==> src/rtl/piso_serializer.sv <==
// Parallel-in/serial-out shifter with per-frame length and done pulse.
// Optional frame parity output enabled by defining SER_PARITY_EN.
module piso_serializer #(
  parameter int   WIDTH     = 8,
  parameter int   MSB_FIRST = 0,
  parameter logic IDLE_LVL  = 1'b1,
  parameter int   PAR_ODD   = 0,
  parameter int   LEN_W     = $clog2(WIDTH + 1)
) (
  input  logic             CLK,
  input  logic             RST,
  input  logic [WIDTH-1:0] P_DATA,
  input  logic [LEN_W-1:0] LEN,
  input  logic             LOAD,
  input  logic             ser_en,
  output logic             ser_data,
  output logic             busy,
  output logic             ser_done,
  output logic             par_bit
);

  localparam logic ST_IDLE  = 1'b0;
  localparam logic ST_SHIFT = 1'b1;

  localparam bit MSB = (MSB_FIRST != 0);
  localparam logic [LEN_W-1:0] FULL = LEN_W'(WIDTH);

  logic             state;
  logic [WIDTH-1:0] shift_reg;
  logic [LEN_W-1:0] cnt;
  logic             done_q;

  logic [LEN_W-1:0] eff_len;
  logic [WIDTH-1:0] mask;
  logic [WIDTH-1:0] field;
  logic [WIDTH-1:0] load_val;
  logic [WIDTH-1:0] shifted;
  logic             take;

  assign eff_len = (LEN == '0 || LEN > FULL) ? FULL : LEN;
  assign mask    = ~({WIDTH{1'b1}} << eff_len);
  assign field   = P_DATA & mask;

  // MSB-first frames are left-aligned so bit L-1 sits at the top.
  assign load_val = MSB ? (field << (FULL - eff_len)) : field;

  assign shifted = MSB ? {shift_reg[WIDTH-2:0], 1'b0}
                       : {1'b0, shift_reg[WIDTH-1:1]};

  assign take = (state == ST_IDLE) && LOAD;

  always_ff @(posedge CLK) begin
    if (RST) begin
      state     <= ST_IDLE;
      shift_reg <= '0;
      cnt       <= '0;
      done_q    <= 1'b0;
    end else begin
      done_q <= 1'b0;
      unique case (state)
        ST_IDLE: begin
          if (LOAD) begin
            shift_reg <= load_val;
            cnt       <= eff_len;
            state     <= ST_SHIFT;
          end
        end
        ST_SHIFT: begin
          if (ser_en) begin
            shift_reg <= shifted;
            cnt       <= cnt - 1'b1;
            if (cnt == LEN_W'(1)) begin
              state  <= ST_IDLE;
              done_q <= 1'b1;
            end
          end
        end
        default: state <= ST_IDLE;
      endcase
    end
  end

  assign busy     = (state == ST_SHIFT);
  assign ser_done = done_q;

  always_comb begin
    ser_data = IDLE_LVL;
    if (state == ST_SHIFT)
      ser_data = MSB ? shift_reg[WIDTH-1] : shift_reg[0];
  end

`ifdef SER_PARITY_EN
  localparam logic PAR_INV = (PAR_ODD != 0);

  logic par;

  always_ff @(posedge CLK) begin
    if (RST)
      par <= 1'b0;
    else if (take)
      par <= (^field) ^ PAR_INV;
  end

  assign par_bit = par;
`else
  logic unused_par;

  assign unused_par = (PAR_ODD != 0) ^ take;
  assign par_bit    = 1'b0;
`endif

endmodule

==> config.mk <==
export PLATFORM = sky130hd
export DESIGN_NAME = piso_serializer
export DESIGN_NICKNAME = d
export VERILOG_FILES = /design/src/rtl/piso_serializer.sv
export SDC_FILE = /design/constraint.sdc
export NUM_CORES = 1
export LEC_CHECK = 0
export CAP_MARGIN = 30
export CELL_PAD_IN_SITES_DETAIL_PLACEMENT = 0
export CELL_PAD_IN_SITES_GLOBAL_PLACEMENT = 2
export CORE_ASPECT_RATIO = 1.4
export CORE_MARGIN = 10
export CORE_UTILIZATION = 26
export CTS_CLUSTER_SIZE = 24
export DETAILED_ROUTE_END_ITERATION = 16
export MAX_ROUTING_LAYER = met4
export PLACE_DENSITY_LB_ADDON = 0.1
export SLEW_MARGIN = 25
export SYNTH_ARGS = -nofsm -noshare
export SYNTH_HDL_FRONTEND = slang
export SYNTH_SLANG_ARGS = --single-unit
==> constraint.sdc <==
create_clock -name CLK -period 1.15 [get_ports CLK]
set_input_delay 0.23 -clock CLK [delete_from_list [all_inputs] [get_ports CLK]]
set_output_delay 0.23 -clock CLK [all_outputs]
set_load 0.05 [all_outputs]
# Word-level counts from Yosys, hierarchy flattened
# Index checks and enable logic that the tools add are counted.
[totals] inputBits=16 reg_bits=14 out_inout_bits=4
[op_classes] reduce_logical=4 n_bitwise=4 n_eq_ne=3 n_addsub=1 mux=13 magnitude_cmp=1 n_shift=1
[op_table] operator="$mux W8" n=2
[op_table] operator="$pmux W8 S2" n=1
[op_table] operator="$mux W4" n=3
[op_table] operator="$and A8 B8 Y8" n=1
[op_table] operator="$not A8 Y8" n=1
[op_table] operator="$pmux W4 S2" n=1
[op_table] operator="$shl A8 B4 Y8 const A" n=1
[op_table] operator="$mux W1" n=5
[op_table] operator="$eq A4 B1 Y1 const B" n=1
[op_table] operator="$gt A4 B4 Y1 const B" n=1
[op_table] operator="$logic_not A4 Y1" n=1
[op_table] operator="$ne A2 B2 Y1 const B" n=2
[op_table] operator="$sub A4 B1 Y4 const B" n=1
[op_table] operator="$reduce_or A3 Y1" n=1
[op_table] operator="$not A1 Y1" n=2
[op_table] operator="$pmux W1 S2" n=1
[op_table] operator="$reduce_and A2 Y1" n=1
[op_table] operator="$logic_or A1 B1 Y1" n=1

# Longest topological paths before layout
[logic_depth] word_depth=8 mapped_depth=5

# Worst setup path before layout
# OpenSTA, ideal clock, no wires.
[synth_path] kind="register to register" from="register state (netlist: busy)" to="register shift_reg[6]" path_slack_ns=-0.412 path_buffers=2 required_ns=1.008 path_stages_with_launch=6 arrival_ns=1.420 synth_period_minus_slack_ns=1.562 path_cell_list="dfxtp_1 buf_6 mux2_4 buf_6 nor2_1 a311oi_2"
[synth_between] elab_chain_cells=3
[synth_rtl] element="from (decl)" line="28" source="logic state;"
[synth_rtl] element="from (signal assigned)" line="54" source="state <= ST_IDLE;"
[synth_rtl] element="from (signal assigned)" line="65" source="state <= ST_SHIFT;"
[synth_rtl] element="from (signal assigned)" line="73" source="state <= ST_IDLE;"
[synth_rtl] element="$not A1 Y1 (no source line)"
[synth_rtl] element="$ne A2 B2 Y1 (no source line)"
[synth_rtl] element="$reduce_and A2 Y1 (no source line)"
[synth_rtl] element="to (signal assigned)" line="63" source="shift_reg <= load_val;"
[synth_rtl] element="to (signal assigned)" line="70" source="shift_reg <= shifted;"
[synth_rtl] element="to (decl)" line="29" source="logic [WIDTH-1:0] shift_reg;"
# Parallel ways exist; a longest one is shown, timed or not.
# A chain may end at the register's enable or synchronous reset.

# Worst setup path after layout
[layout_path] from="register state (netlist: busy)" to="output port ser_data"
[layout_between] elab_chain_cells=1
[layout_rtl] element="$mux W1" line="88" source="if (state == ST_SHIFT)"
[layout_rtl] element="to (decl)" line="16" source="output logic ser_data,"
# Every way passes these cells.

==> summary.md <==
| Metric | Value |
|---|---|
| Run status | `finished, violations left` |
| Failing checks | `setup timing` |
| R2R Setup Slk | `-40 ps` |
| Crit path cell chain | `buf_6 -> nand2b_4 -> buf_12` |
| Sw frac | `30.2%` |
| Via count | `between 800 and 900` |
| Worst VDD drop | `0.424 mV` |
| Core area | `0.00332 sq mm` |
| Mapped Area | `just under 900 sq um` |
| Height of the chip | `88.9 um` |
| Die X | `69.2 um` |
| Drt pass-1 iters | `4` |
| Min Tclk post-route | `1220 ps` |
| Critical-path top delay cell | `dfxtp_4` |
| Cell internal pwr | `0.00102 W` |
| Worst setup margin | `-67.8 ps` |
| Final Slew Violations | `0` |
| Met2 Track Usage GR | `17.3%` |
| Post-route DRC violation count | `0` |
| Placement Cell Area | `approximately 0.0013 sq mm` |
| Register area share after synthesis | `31.8%` |
| Gate Count Post-Synth | `96` |
| Unrepaired setup endpoints after global routing | `yes` |
| Root buffer cell | `clkbuf_8` |
| Endpoints failing setup | `6` |
| Clock Power Share | `29.4%` |
| Final Skew | `between 3 and 4 ps` |
| CTS sink cnt | `14` |
| Nets@finish | `roughly 160` |
| WL final | `between 2000 and 3000 um` |
| Starting Density | `between 20% and 30%` |
| Pleak | `about 0.56 nW` |
| Part of the cycle the worst path needs | `106%` |
| Mapped Nets | `~110` |
| Flops & latches, synth | `14` |
| Layout cells sized above 1 | `about two fifths` |
| Critical path class | `flop to output port` |
| Vias in the first global route | `slightly below 1k` |
| Flop pwr share | `approximately two fifths` |
| CP max stage delay | `390 ps` |
| CTS tree | `built` |
| Design Area, Final | `around 0.0014 sq mm` |
| Clk slew on worst S/H paths | `about 60 ps` |
| First-pass GRT wire length | `roughly 4500 um` |
| CTS Buf Count | `3` |
| Netlist cell types | `40` |
| Clock Path Buffers | `2` |
| Post-DR vias/cell | `4.81` |
| P&R area growth vs syn | `58.4%` |
| Total gr overflow | `0` |
| NetSw | `0.000442 W` |
| Startpoint types | `flop` |
| H-tree Lvls | `1` |
| Fin util | `42.2%` |
| Drt first-iter violations | `16` |
| Cell family with most CP delay | `flip-flops` |
| Max frequency | `0.821 GHz` |
| Mean Syn Cell Area | `between 9 and 10 sq um` |
| Grt peak-use layer | `met2` |
| Worst-skew pair later-pin latency | `between 200 and 250 ps` |
| Port bufs | `18` |
| Worst Hold Class | `flop to flop` |
| PwrDens | `around 1000 mW/mm^2` |
| GPL Wtd Cong | `0.753` |
| Met1 Use GR | `around a tenth` |
| Critical Path AT | `between 900 and 1000 ps` |
| Synthesis Warnings | `0` |
| # IOs | `20` |
| Row count | `25` |
| Largest net degree at the start of global routing | `15` |
| Total GRT Usage | `9.25%` |
| Avg WL per Cell | `roughly 15 um` |
| Initial antenna violation count | `0` |
| Number of antenna repair diodes | `0` |
| Combinational power share | `around a third` |
| Crit path required time | `920 ps` |
| Dpl hpwl | `approximately 2000 um` |
| Routing usage on met3 | `under 10%` |
| Max cap viols | `0` |
| Die footprint | `0.00616 sq mm` |
| CP Buf/Inv Count | `2` |
| CP Capture Type | `output port` |
| Crit Path Max Fanout | `6` |
| Antenna Nets Post-Route | `0` |
| Largest register FFs | `8` |
| Final hold violations | `0` |
[worst paths after layout]
| path | endpoint | start | cells past startpoint |
|---|---|---|---|
| worst max-delay path | ser_data | busy | 3 |
| worst min-delay path | shift_reg[7] | shift_reg[7] | 2 |
| worst min register to register | shift_reg[7] | shift_reg[7] | 2 |
| worst max register to register | shift_reg[1] | busy | 5 |
[per-stage QoR]
step           hold WS, ps  worst slack (ps)  cells  power [W]  setup TNS, ps
2_1_floorplan          299              -154     96   0.000811          -1160
5_1_grt                493              -104    177    0.00154           -817
3_3_place_gp           455              -468    168   0.000997          -4970
6_report               479             -67.8    177    0.00147           -163
4_1_cts                478             -72.3    175    0.00145           -139
3_5_place_dp           467              -499    168   0.000999          -5100
[power groups by stage]
stage,combinational (W),clock (W),sequential [W]
5_1_grt,0.000511,0.000456,0.000570
6_report,0.000469,0.000432,0.000565
4_1_cts,0.000454,0.000439,0.000562
3_3_place_gp,0.000428,0,0.000569
3_5_place_dp,0.000429,0,0.000570
2_1_floorplan,0.000242,0,0.000569
[cell usage after synthesis]
cell type / instances / area [sq um]
mux2_4: 1 / 15.0
and3b_1: 1 / 8.76
o21bai_1: 1 / 7.51
nor3_1: 3 / 15.0
o311ai_1: 2 / 17.5
nor3b_1: 1 / 7.51
nand3_1: 2 / 10.0
buf_1: 1 / 3.75
inv_1: 4 / 15.0
ha_1: 2 / 25.0
a21o_1: 1 / 7.51
conb_1: 1 / 3.75
a211oi_2: 5 / 62.6
a31oi_1: 2 / 12.5
o21ai_0: 2 / 10.0
and3_1: 1 / 6.26
nor2b_1: 4 / 25.0
a21oi_1: 5 / 25.0
a211oi_1: 1 / 7.51
nor2_1: 9 / 33.8
nor4b_2: 1 / 15.0
buf_6: 5 / 56.3
o311ai_0: 1 / 8.76
a2111oi_2: 1 / 15.0
a311oi_2: 2 / 30.0
dfxtp_1: 14 / 280
o21ai_1: 2 / 10.0
nand2b_1: 1 / 6.26
o21a_1: 1 / 7.51
or4b_1: 1 / 10.0
o211ai_1: 2 / 15.0
nor3_2: 1 / 10.0
buf_4: 2 / 15.0
and2_4: 1 / 8.76
nor4_1: 1 / 6.26
nand4_1: 2 / 12.5
nand2b_2: 1 / 8.76
xnor2_1: 1 / 8.76
nand2_1: 5 / 18.8
mux2i_1: 2 / 20.0
[worst min-delay path, cell delays in order, from the launching register on]
cell and delay (ps):
dfxtp_1 310, nand2_1 70, a211oi_2 60
[kinds of logic (layout without fill, tap and decap cells)]
logic type      after synthesis  after routing  share of synthesized area [%]
compound gates               28             28                           26.8
flops                        14             14                           31.8
buf+inv                      12             52                           10.2
simple gates                 35             35                           23.0
other cells                   1              1                          0.425
mux                           3              4                           3.97
fa+ha+maj                     2              2                           2.84
xor+xnor                      1              1                          0.993
[routing by layer]
layer / vias up / wire [um] / part of all wire, %
met1: 398 / 1230 / 47
met2: 16 / 1310 / 50
met3: 2 / 51 / 1.9
met4: 0 / 40 / 1.5
met5: - / 0 / 0
li1: 436 / - / -
[what timing repair did]
| action | 4_1_cts | 5_1_grt |
|---|---|---|
| setup endpoints to repair | 15 | 16 |
| resized for setup | 14 | 6 |
| hold buffers | 0 | 0 |
| pin swaps | 1 | 1 |
| gates cloned | 1 | 0 |
| buffers inserted | 2 | 2 |
[layout make-up]
type	count	area (sq um)
Fill cell	379	1920
Multi-Input combinational cell	71	578
Timing Repair Buffer	44	422
Sequential cell	14	284
Tap cell	40	50.0
Clock buffer	4	45.0
Inverter	4	18.8
[layout by cell type (no fill, tap or decap), drive strengths merged, types with 2 or more instances in the layout]
cell type	count
mux2i	2
ha	2
a21oi	5
nand2b	2
nor2b	4
inv	3
dfxtp	14
nor2	9
nand3	2
nand4	2
clkbuf	4
nand2	5
a311oi	2
nor3	4
o311ai	3
dlygate4sd2	6
a211oi	6
buf	29
o211ai	2
a31oi	2
mux2	2
o21ai	4
clkdlybuf4s50	9
Power figures use the tool's default switching activity.
